$ cat config.mk
export PLATFORM = sky130hd
export DESIGN_NAME = cla_stream_accumulator
export DESIGN_NICKNAME = d
export VERILOG_FILES = /design/src/rtl/cla_stream_accumulator_pkg.sv /design/src/rtl/cla_16bit_comb.sv /design/src/rtl/cla_stream_accumulator.sv
export SDC_FILE = /design/constraint.sdc
export NUM_CORES = 1
export LEC_CHECK = 0
export ABC_AREA = 0
export CAP_MARGIN = 20
export CORE_ASPECT_RATIO = 0.5
export CORE_MARGIN = 2
export CORE_UTILIZATION = 55
export DETAILED_ROUTE_END_ITERATION = 7
export GPL_TIMING_DRIVEN = 0
export PLACE_DENSITY = 0.86
export SLEW_MARGIN = 25
export SYNTH_ARGS = -nofsm -noshare
export SYNTH_HDL_FRONTEND = slang
export SYNTH_SLANG_ARGS = --single-unit
$ cat constraint.sdc
create_clock -name clk -period 8.96 [get_ports clk]
set_clock_uncertainty 0.2 [all_clocks]
set_input_delay 1.792 -clock clk [delete_from_list [all_inputs] [get_ports clk]]
set_output_delay 1.792 -clock clk [all_outputs]
set_load 0.02 [all_outputs]
$ cat src/rtl/cla_stream_accumulator_pkg.sv
// Shared constants for the CLA stream accumulator: default widths, the
// saturation ceiling of the counters and the FSM state encoding.
package cla_stream_accumulator_pkg;

    localparam int ACC_WIDTH   = 16;
    localparam int ACC_COUNT_W = 8;
    localparam int SAT_MAX     = (1 << ACC_COUNT_W) - 1;

    localparam logic [1:0] ST_IDLE = 2'd0;
    localparam logic [1:0] ST_ACC  = 2'd1;
    localparam logic [1:0] ST_DONE = 2'd2;

endpackage

$ cat src/rtl/cla_16bit_comb.sv
// Purely combinational 16-bit carry-lookahead adder built from four 4-bit
// lookahead groups, with the group carry rippled from one group to the next.
module cla_16bit_comb (
    input  logic [15:0] in1,
    input  logic [15:0] in2,
    input  logic        c_in,
    output logic [15:0] sum,
    output logic        c_out
);

    logic [4:0] group_c;

    assign group_c[0] = c_in;

    generate
        for (genvar gi = 0; gi < 4; gi++) begin : g_group
            logic [3:0] g;
            logic [3:0] p;
            logic [3:0] c;

            assign g = in1[gi*4 +: 4] & in2[gi*4 +: 4];
            assign p = in1[gi*4 +: 4] ^ in2[gi*4 +: 4];

            // Every bit carry is expanded from the group carry-in, not rippled.
            assign c[0] = group_c[gi];
            assign c[1] = g[0] | (p[0] & group_c[gi]);
            assign c[2] = g[1] | (p[1] & g[0]) | (p[1] & p[0] & group_c[gi]);
            assign c[3] = g[2] | (p[2] & g[1]) | (p[2] & p[1] & g[0])
                        | (p[2] & p[1] & p[0] & group_c[gi]);
            assign group_c[gi+1] = g[3] | (p[3] & g[2]) | (p[3] & p[2] & g[1])
                                 | (p[3] & p[2] & p[1] & g[0])
                                 | (p[3] & p[2] & p[1] & p[0] & group_c[gi]);

            assign sum[gi*4 +: 4] = p ^ c;
        end
    endgenerate

    assign c_out = group_c[4];

endmodule

$ cat src/rtl/cla_stream_accumulator.sv
// Sums one in_last-delimited packet of operands through a 16-bit CLA adder and
// holds the sum, a saturating carry-out count and a saturating beat count until accepted.
module cla_stream_accumulator
    import cla_stream_accumulator_pkg::*;
#(
    parameter int WIDTH   = ACC_WIDTH,
    parameter int COUNT_W = ACC_COUNT_W
) (
    input  logic               clk,
    input  logic               rst_n,
    input  logic               clear,
    input  logic               in_valid,
    output logic               in_ready,
    input  logic [WIDTH-1:0]   in_data,
    input  logic               in_last,
    output logic               out_valid,
    input  logic               out_ready,
    output logic [WIDTH-1:0]   out_sum,
    output logic [COUNT_W-1:0] out_carries,
    output logic [COUNT_W-1:0] out_beats
);

    localparam logic [COUNT_W-1:0] CNT_MAX = '1;

    logic [1:0]         state_q,   state_d;
    logic [WIDTH-1:0]   acc_q,     acc_d;
    logic [COUNT_W-1:0] carries_q, carries_d;
    logic [COUNT_W-1:0] beats_q,   beats_d;
    logic               live_q;

    logic [15:0]        add_sum;
    logic               add_cout;
    logic               beat_fire;
    logic [COUNT_W-1:0] carries_inc;
    logic [COUNT_W-1:0] beats_inc;

    cla_16bit_comb u_adder (
        .in1   (acc_q),
        .in2   (in_data),
        .c_in  (1'b0),
        .sum   (add_sum),
        .c_out (add_cout)
    );

    // live_q holds in_ready low until the first clock edge after reset release.
    assign in_ready  = live_q && (state_q != ST_DONE) && !clear;
    assign beat_fire = in_valid && in_ready;
    assign out_valid = (state_q == ST_DONE);

    assign out_sum     = out_valid ? acc_q     : '0;
    assign out_carries = out_valid ? carries_q : '0;
    assign out_beats   = out_valid ? beats_q   : '0;

    assign carries_inc = (carries_q == CNT_MAX) ? carries_q
                                                : carries_q + COUNT_W'(add_cout);
    assign beats_inc   = (beats_q == CNT_MAX) ? beats_q : beats_q + 1'b1;

    always_comb begin
        state_d   = state_q;
        acc_d     = acc_q;
        carries_d = carries_q;
        beats_d   = beats_q;

        if (clear) begin
            state_d   = ST_IDLE;
            acc_d     = '0;
            carries_d = '0;
            beats_d   = '0;
        end else begin
            case (state_q)
                ST_IDLE: begin
                    if (beat_fire) begin
                        acc_d     = in_data;
                        carries_d = '0;
                        beats_d   = COUNT_W'(1);
                        state_d   = in_last ? ST_DONE : ST_ACC;
                    end
                end
                ST_ACC: begin
                    if (beat_fire) begin
                        acc_d     = add_sum;
                        carries_d = carries_inc;
                        beats_d   = beats_inc;
                        state_d   = in_last ? ST_DONE : ST_ACC;
                    end
                end
                ST_DONE: begin
                    if (out_ready) begin
                        state_d   = ST_IDLE;
                        acc_d     = '0;
                        carries_d = '0;
                        beats_d   = '0;
                    end
                end
                default: begin
                    state_d   = ST_IDLE;
                    acc_d     = '0;
                    carries_d = '0;
                    beats_d   = '0;
                end
            endcase
        end
    end

    always_ff @(posedge clk or negedge rst_n) begin
        if (!rst_n) begin
            state_q   <= ST_IDLE;
            acc_q     <= '0;
            carries_q <= '0;
            beats_q   <= '0;
            live_q    <= 1'b0;
        end else begin
            state_q   <= state_d;
            acc_q     <= acc_d;
            carries_q <= carries_d;
            beats_q   <= beats_d;
            live_q    <= 1'b1;
        end
    end

endmodule
==> flow_metrics.tcl <==
set metrics [dict create \
    status "completed" \
    tightest_slew_ns 0.577 \
    worst_slack_ns 3.83 \
    h-tree-depth 2 \
    ys_async_sr_fraction 1.00 \
    synthesis.nets 326 \
    placedCellCount 394 \
    pre_cts_ws_ns 3.83 \
    synth_mux_area_frac 0.0313 \
    power_w 0.000436 \
    period_needed_ns 5.13 \
    syn_avg_cell_area_um2 9.11 \
    cp_slowest_cell "clkdlybuf4s50_1" \
    grt_max_degree 22 \
    io_pins 56 \
    hold_class "flop to flop" \
    grtUsageMet2 0.487 \
    top_usage_layer "met2" \
    dieHeight_um 52.2 \
    drt_pass1_iterations 4 \
    cts.reportedPaths.clkPinSlew_ns 0.07 \
    die_w_um 100 \
    cts_resized 0 \
    path_max_fanout 6 \
    cp-start-kind "input pin" \
    vias 2274 \
    hold_ws_ns 0.300 \
    antenna_found_initial 0 \
    synth-xor-area-share 0.0650 \
    cts_buffers 5 \
    yosys.area_share.simple 0.232 \
    dr.first_iter.drc_count 174 \
    dp_hpwl_mm 4.71 \
    drc 0 \
    synth_compound_area_frac 0.172 \
    detail_route.wl_per_cell_um 15.7 \
    synth_largest_area_cell "dfrtp_1" \
    dieArea_um2 5250 \
    layout.nets 389 \
    vias_per_cell 5.66 \
    fin_setup_tns_ns 0 \
    path_class "input pin to output pin" \
    synthAdderAreaFrac 0.124 \
    yosys_warnings 0 \
    irDropWorstVdd_uv 60.2 \
    clock.fmax_mhz 195 \
    drtAntennaViolNets 0 \
    grt_setup_unrepaired "false" \
    cts_tree "built" \
    arrival_ns 3.14 \
    core-area_um2 4450 \
    grt_pass1_vias 2288 \
    path_common_cell "clkdlybuf4s50_1" \
    yosysSeqAreaShare 0.342 \
    synth_area_um2 2560 \
    antennaDiodeCount 0 \
    grtUsageMet3 0.0480 \
    crit_chain "clkdlybuf4s50_1 -> nor3b_1 -> clkdlybuf4s50_1" \
    place_congestion 0.899 \
    cts_sinks 35 \
    io_buffers 55 \
    track_usage 0.266 \
    synth_area_leaders "dfrtp_1 34%, ha_1 9.3%, and2_1 8.1%" \
    initial_core_util 0.576 \
    drt-total-wl_mm 6.31 \
    finalCritPeriodShare 0.573 \
    yosysUniqueCellTypes 46 \
    synthTopCellsByCount "36 x nand2_1, 35 x dfrtp_1, 33 x and2_1, 19 x ha_1, 18 x nor2_1" \
    synth_flop_cell "dfrtp_1" \
    met1_usage 0.323 \
    power_leakage_nw 1.46 \
    cts_setup_buffers 0 \
    maxCapViolCount 0 \
    synth_top_family_by_area "simple AND/OR/NAND/NOR gates" \
    cp.buffers_inverters 2 \
    finalSetupViolCount 0 \
    power_density_nw_per_um2 133 \
    yosysTopAreaCellShare 0.342 \
    overflow 0 \
    synth-edff-count 0 \
    netlist_instances 281 \
    drive_above_1_share 0.0667 \
    grt_pass1_wl_mm 10.6 \
    maxSlewHeadroom 0.615 \
    cpPeakStageDelay_ns 0.63 \
    cts_hold_buffers 0 \
    final_hold_viol_count 0 \
    clk_path_buf_depth 2 \
    crit_required_ns 6.97 \
    critPathTopFamily "buffers and inverters" \
    ys_seq_elements 35 \
    crit_path_end_kind "output pin" \
    clk_latency_ns 0.29 \
    yosysMostFrequentCell "nand2_1" \
    finalMaxSlewViolations 0 \
    stdcell_count 402 \
    area_growth_pct 28.5 \
    clock-root-buffer "clkbuf_8" \
    rows 17 \
]
-- registers in the layout, indices dropped and copies added (netlist names) --
| register | count |
|---|---|
| carries_q | 8 |
| live_q | 1 |
| beats_q | 8 |
| state_q | 2 |
| acc_q | 16 |
-- metal layers --
layer | up-vias | routed length (um)
met5 | - | 0
met4 | 0 | 82
met3 | 11 | 356
met2 | 65 | 3220
met1 | 1089 | 2650
li1 | 1109 | -
-- through the flow --
stage,utilization,instance area [um2]
after floorplan,-,2560
after global placement,0.716,3180
after detailed placement,0.721,3200
final,0.740,3290
after global routing,0.740,3290
after CTS,0.740,3290
-- kinds of logic after synthesis --
logic type | Yosys count
other cells | 1
mux | 8
compound gates | 60
fa+ha+maj | 23
xor+xnor | 19
flops | 35
buf+inv | 19
simple gates | 116
-- cell usage in the layout (no fill, tap or decap), types with 2 or more instances in the layout --
cell type / count
a21o_1: 6
a21o_2: 4
a21oi_1: 14
and2_1: 33
and3_1: 4
and4_1: 2
buf_2: 4
clkbuf_1: 8
clkbuf_8: 5
clkdlybuf4s50_1: 54
dfrtp_1: 35
fa_1: 4
ha_1: 19
inv_1: 8
mux2i_1: 8
nand2_1: 36
nand3_1: 10
nand4_1: 4
nor2_1: 18
o2111ai_1: 4
o21a_1: 2
o21ai_0: 11
o31a_1: 2
o31ai_1: 5
or3_1: 2
xnor2_1: 6
xor2_1: 13
-- worst min-delay path: cells and delay by family, from the launching register on --
kind             cells  cell delay, ns
flip-flops           1            0.36
AND/OR/NAND/NOR      2            0.10
-- path summary, 6_finish.rpt --
path	start	end	slack (ns)	cells after the start
min reg2reg	acc_q[2]	acc_q[2]	0.30	2
min	acc_q[2]	acc_q[2]	0.30	2
max reg2reg	acc_q[2]	acc_q[13]	5.86	11
max	clear	in_ready	3.83	3
min in group asynchronous	rst_n	carries_q[0]	1.21	1
max in group asynchronous	rst_n	acc_q[1]	6.91	2
-- layout make-up --
| class | count | area, um2 |
|---|---|---|
| Buffer | 11 | 52.6 |
| Clock buffer | 6 | 72.6 |
| Clock inverter | 2 | 12.5 |
| Fill cell | 314 | 1160 |
| Inverter | 8 | 30.0 |
| Multi-Input combinational cell | 227 | 1600 |
| Sequential cell | 35 | 876 |
| Tap cell | 57 | 71.3 |
| Timing Repair Buffer | 56 | 573 |
-- power by group --
group	switching [W]	internal [W]	leakage, nW
clock	0.0000602	0.0000543	0.0412
sequential	0.0000116	0.000170	0.469
combinational	0.0000772	0.0000631	0.950
total	0.000149	0.000287	1.46
No activity file was read; power rests on OpenSTA's default activity.
==> edit 1, RTL diff (config.mk and constraints unchanged) <==
`ACC_COUNT_W`: 8 -> 9.
--- a/src/rtl/cla_stream_accumulator_pkg.sv
+++ b/src/rtl/cla_stream_accumulator_pkg.sv
@@ -3,7 +3,7 @@
 package cla_stream_accumulator_pkg;
 
     localparam int ACC_WIDTH   = 16;
-    localparam int ACC_COUNT_W = 8;
+    localparam int ACC_COUNT_W = 9;
     localparam int SAT_MAX     = (1 << ACC_COUNT_W) - 1;
 
     localparam logic [1:0] ST_IDLE = 2'd0;
Interface: changed (resized out_beats and out_carries); port bits go from 56 to 58. The function was not compared with the original's and may differ.
==> edit 1 against the unedited design <==
  * Cell area rose by 6.5%
  * Sequential cell count grew 2
  * Wire length increased by 11%
  * Worst setup slack worse by 0.11 ns
  * First-iteration DRC count decreased by 28%
  * Clock power grew 30%
  * Total power rose by 8.3%
  * Fmax decreased by 2.1%
  * Area after synthesis up 6.0%
  * Critical endpoint is now carries_q[6]
  * Largest power group unchanged
==> edit 1: results <==
{
  "combPwrFrac_pct": 28.5,
  "yosysMostFrequentCell": "nand2_1",
  "num_antenna_cells": 0,
  "grt_first_pass_wirelength_um": 11600,
  "top_regs": "acc_q (16), beats_q (9), carries_q (9)",
  "cts.htree.levels": 2,
  "max_stage_delay_ns": 0.49,
  "leakage_nw": 1.55,
  "routed_wl_um": 6990,
  "yosysSeqAreaShare_pct": 34.1,
  "dr.pass1.iters": 4,
  "yosysWarnings": 0,
  "drive_above_1_share_pct": 5.35,
  "synth_top_cells_by_count": "43 x nand2_1, 37 x dfrtp_1, 35 x and2_1, 24 x nor2_1, 20 x ha_1",
  "crit_slowest_cell": "a2111oi_2",
  "reg2reg_slack_ns": 5.30,
  "switching_share_pct": 32.0,
  "drc_errors": 0,
  "clockBufferDepth": 2,
  "min_path_cells": 2,
  "cts-resized-gates": 0,
  "hp-start": "acc_q[2]",
  "min_path_type": "flop to flop",
  "final_nets": 419,
  "r2r_start": "acc_q[3]",
  "syn_nets": 354,
  "port_buffers": 57,
  "status": "complete, no violations",
  "worstReg2RegEnd": "carries_q[6]",
  "grt_max_degree": 22,
  "vdd_ir_drop_max_mv": 0.0730,
  "ys_types": 45,
  "dr_total_vias": 2511,
  "async_flop_share_pct": 100,
  "clk_latency_ns": 0.29,
  "synth_area_leaders": "dfrtp_1 34%, ha_1 9.2%, and2_1 8.1%",
  "drt_iter0_markers": 125,
  "cts_made_buffers": 5,
  "grt_util_all_layers_pct": 27.8,
  "postCtsSetupBuffers": 0,
  "tightest_slew_ns": 0.723,
  "min_to": "acc_q[2]",
  "finalHoldViolations": 0,
  "cpLargestDelayFamily": "compound AO/OA/AOI/OAI gates",
  "dp_hpwl_um": 5080,
  "reg2reg_depth": 14,
  "globalplace.congestion": 0.872,
  "crit_fanout": 4,
  "path_clk_slew_ns": 0.08,
  "root_buffer": "clkbuf_8"
}
==> edit 1: worst max-delay path by stage <==
| stage | start | end | slack [ns] | cells after the start |
|---|---|---|---|---|
| global route | in_data[1] | carries_q[6] | 3.55 | 15 |
| global placement | in_data[1] | carries_q[6] | 3.53 | 15 |
| CTS | in_data[1] | carries_q[6] | 3.72 | 15 |
| finish | in_data[1] | carries_q[6] | 3.72 | 15 |
| detailed placement | in_data[1] | carries_q[6] | 3.47 | 15 |
| floorplan | in_data[2] | carries_q[6] | 4.22 | 14 |
==> edit 1: cell families (layout without fill, tap and decap cells) <==
family                   after synthesis  in the layout  synth area share, %
other                                  1              1                0.138
XOR/XNOR                              15             15                 4.84
AND/OR/NAND/NOR                      139            139                 25.8
buffers and inverters                 19             85                 2.72
adder cells (fa/ha/maj)               24             24                 12.2
AO/OA/AOI/OAI                         64             64                 16.9
flip-flops                            37             37                 34.1
multiplexers                           9              9                 3.32
==> edit 1: layout make-up <==
class / count / area, um2
Clock buffer: 5 / 68.8
Timing Repair Buffer: 58 / 593
Tap cell: 66 / 82.6
Buffer: 13 / 51.3
Fill cell: 318 / 1070
Multi-Input combinational cell: 252 / 1710
Clock inverter: 3 / 46.3
Inverter: 6 / 22.5
Sequential cell: 37 / 926
==> edit 1: worst min-delay path: stages (launching register included) <==
cell     delay (ns)
dfrtp_1        0.37
nand2_1        0.06
nand2_1        0.05
==> edit 1: power groups by stage <==
stage          Combinational [mW]  Clock (mW)  Sequential [mW]
5_1_grt                     0.149       0.156            0.190
6_report                    0.134       0.149            0.189
2_1_floorplan              0.0897           0            0.189
4_1_cts                     0.134       0.150            0.188
3_3_place_gp                0.123           0            0.191
3_5_place_dp                0.131           0            0.192
==> edit 1: metal layers <==
layer  vias to the layer above  part of all wire [%]  track usage, %
met5                         -                     0               0
met4                         0                  0.66            7.68
met3                         7                   5.5            4.81
met2                        73                    50            50.5
met1                      1218                    44            35.0
li1                       1213                     -               -
==> edit 1: stage by stage <==
stage	instance area [um2]	util, %	hold WS, ns	instances	setup WS [ns]
after global placement	3370	73.6	0.277	431	3.53
after global routing	3500	76.6	0.332	440	3.55
after floorplan	2710	-	0.257	308	4.22
final	3500	76.6	0.303	440	3.72
after CTS	3500	76.6	0.301	440	3.72
after detailed placement	3390	74.1	0.283	432	3.47
==> edit 2, RTL diff (config.mk and constraints unchanged) <==
Made on the original files. Make the reset (`rst_n`) synchronous in one clocked block.
--- a/src/rtl/cla_stream_accumulator.sv
+++ b/src/rtl/cla_stream_accumulator.sv
@@ -102,7 +102,7 @@
         end
     end
 
-    always_ff @(posedge clk or negedge rst_n) begin
+    always_ff @(posedge clk) begin
         if (!rst_n) begin
             state_q   <= ST_IDLE;
             acc_q     <= '0;
Function: differs if rst_n is asserted again (counterexample within 4 cycles, from zero or initial values and one cycle with rst_n low); with rst_n held inactive, the same outputs for 4 cycles.
==> edit 2 against the unedited design <==
  * Area after synthesis increased by 1.7%
  * Worst setup slack gained 0.060 ns
  * Largest cell class unchanged
  * Wire length up 1.5%
  * Cell area rose by 1.6%
  * Sequential cell count stayed put
Power is not compared: it rests on default switching activity, and its combinational part moved more than twofold at a synthesized area within 25%.
==> edit 2: results <==
{
  "top_regs": "acc_q (16), beats_q (8), carries_q (8)",
  "fin_tns_setup_ns": 0,
  "globalplace.congestion": 0.895,
  "yosysWarnings": 0,
  "synth-compound-area-share_pct": 19.2,
  "grt_util_all_layers_pct": 26.5,
  "status": "complete, no violations",
  "synth_area_leaders": "dfxtp_1 27%, ha_1 9.1%, and2_1 7.7%",
  "tightest_slew_ns": 0.564,
  "cts.htree.levels": 2,
  "dp_hpwl_um": 4930,
  "met3_usage_pct": 6.40,
  "arrival_ns": 3.08,
  "syn_nets": 358,
  "met1_usage_pct": 33.2,
  "ys_types": 56,
  "grt_pass1_vias": 2495,
  "min_path_type": "flop to flop",
  "async_flop_share_pct": 0,
  "synth_top_cells_by_count": "35 x dfxtp_1, 33 x nor2_1, 32 x and2_1, 26 x a21oi_1, 19 x ha_1",
  "root_buffer": "clkbuf_8",
  "num_antenna_cells": 0,
  "grtUsageMet2_pct": 46.1,
  "yosysSeqAreaShare_pct": 26.9,
  "cts_made_buffers": 5,
  "nFillCells": 349,
  "synth_adder_area_share_pct": 12.2,
  "max_stage_delay_ns": 0.64,
  "cts-resized-gates": 0,
  "drive_above_1_share_pct": 7.18,
  "postCtsSetupBuffers": 0,
  "clockBufferDepth": 2,
  "synthXorXnorAreaFrac_pct": 5.05,
  "clk_latency_ns": 0.29,
  "cpLargestDelayFamily": "buffers and inverters",
  "drt_iter0_markers": 107,
  "p_int_mw": 0.271,
  "grt_antenna_before_repair": 0,
  "dr_total_vias": 2522,
  "grt_max_degree": 12,
  "crit_slowest_cell": "clkdlybuf4s50_1",
  "placed_cell_area_um2": 3220,
  "grt_first_pass_wirelength_um": 11000,
  "synth_top_family_by_area": "simple AND/OR/NAND/NOR gates",
  "path_clk_slew_ns": 0.07,
  "synth_mux_area_share_pct": 3.51,
  "wl_per_cell_um": 14.8,
  "dr.pass1.iters": 4,
  "vdd_ir_drop_max_mv": 0.0707,
  "final_nets": 420,
  "crit_fanout": 4,
  "port_buffers": 55,
  "leakage_nw": 1.32
}
## edit 2: worst register-to-register path: cells and delay by family (launching register included)
family / cells / cell delay, ns
AOI/OAI and AO/OA: 6 / 1.40
xor gates and xnor gates: 1 / 0.14
adders and majority gates: 2 / 0.73
DFF: 1 / 0.33
and+or+nand+nor: 2 / 0.21
## edit 2: power groups by stage
stage	combinational [mW]	sequential (mW)	clock [mW]
final	0.0499	0.159	0.151
after CTS	0.0497	0.159	0.152
after global placement	0.0479	0.162	0
after detailed placement	0.0491	0.162	0
after global routing	0.0557	0.159	0.158
after floorplan	0.0298	0.162	0
## edit 2: per-layer routing
metal  routed length [um]  up-vias
met1                 2920     1188
met3                  363        8
li1                     -     1252
met4                   63        0
met5                    0        -
met2                 3060       74
## edit 2: cells by family after synthesis
family / Yosys count
AO/OA/AOI/OAI: 74
buffers and inverters: 22
AND/OR/NAND/NOR: 135
adder cells (fa/ha/maj): 23
XOR/XNOR: 15
multiplexers: 9
flip-flops: 35
## edit 2: area by class of cell
type                            instances  share of cell area, %
Sequential cell                        35                   21.0
Timing Repair Buffer                   55                   16.5
Buffer                                 15                   2.40
Multi-Input combinational cell        256                   53.7
Clock inverter                          2                   1.05
Clock buffer                            6                   2.47
Inverter                                7                  0.786
Tap cell                               57                   2.13
## edit 2: path summary, 6_finish.rpt
check / startpoint / to / slack (ns) / depth (start not counted)
worst min register to register: acc_q[11] / acc_q[11] / 0.29 / 2
worst min-delay path: acc_q[11] / acc_q[11] / 0.29 / 2
worst max-delay path: clear / in_ready / 3.89 / 3
worst max register to register: acc_q[9] / acc_q[13] / 5.91 / 11
## edit 2: per-stage QoR
stage	std cells	utilization, %	power (mW)	hold WS, ns	setup WS, ns
floorplan	313	-	0.192	0.244	4.65
global placement	425	72.2	0.210	0.263	3.89
detailed placement	425	72.2	0.211	0.286	3.88
CTS	433	74.8	0.360	0.295	3.88
global route	433	74.8	0.373	0.332	3.80
finish	433	74.8	0.359	0.292	3.89
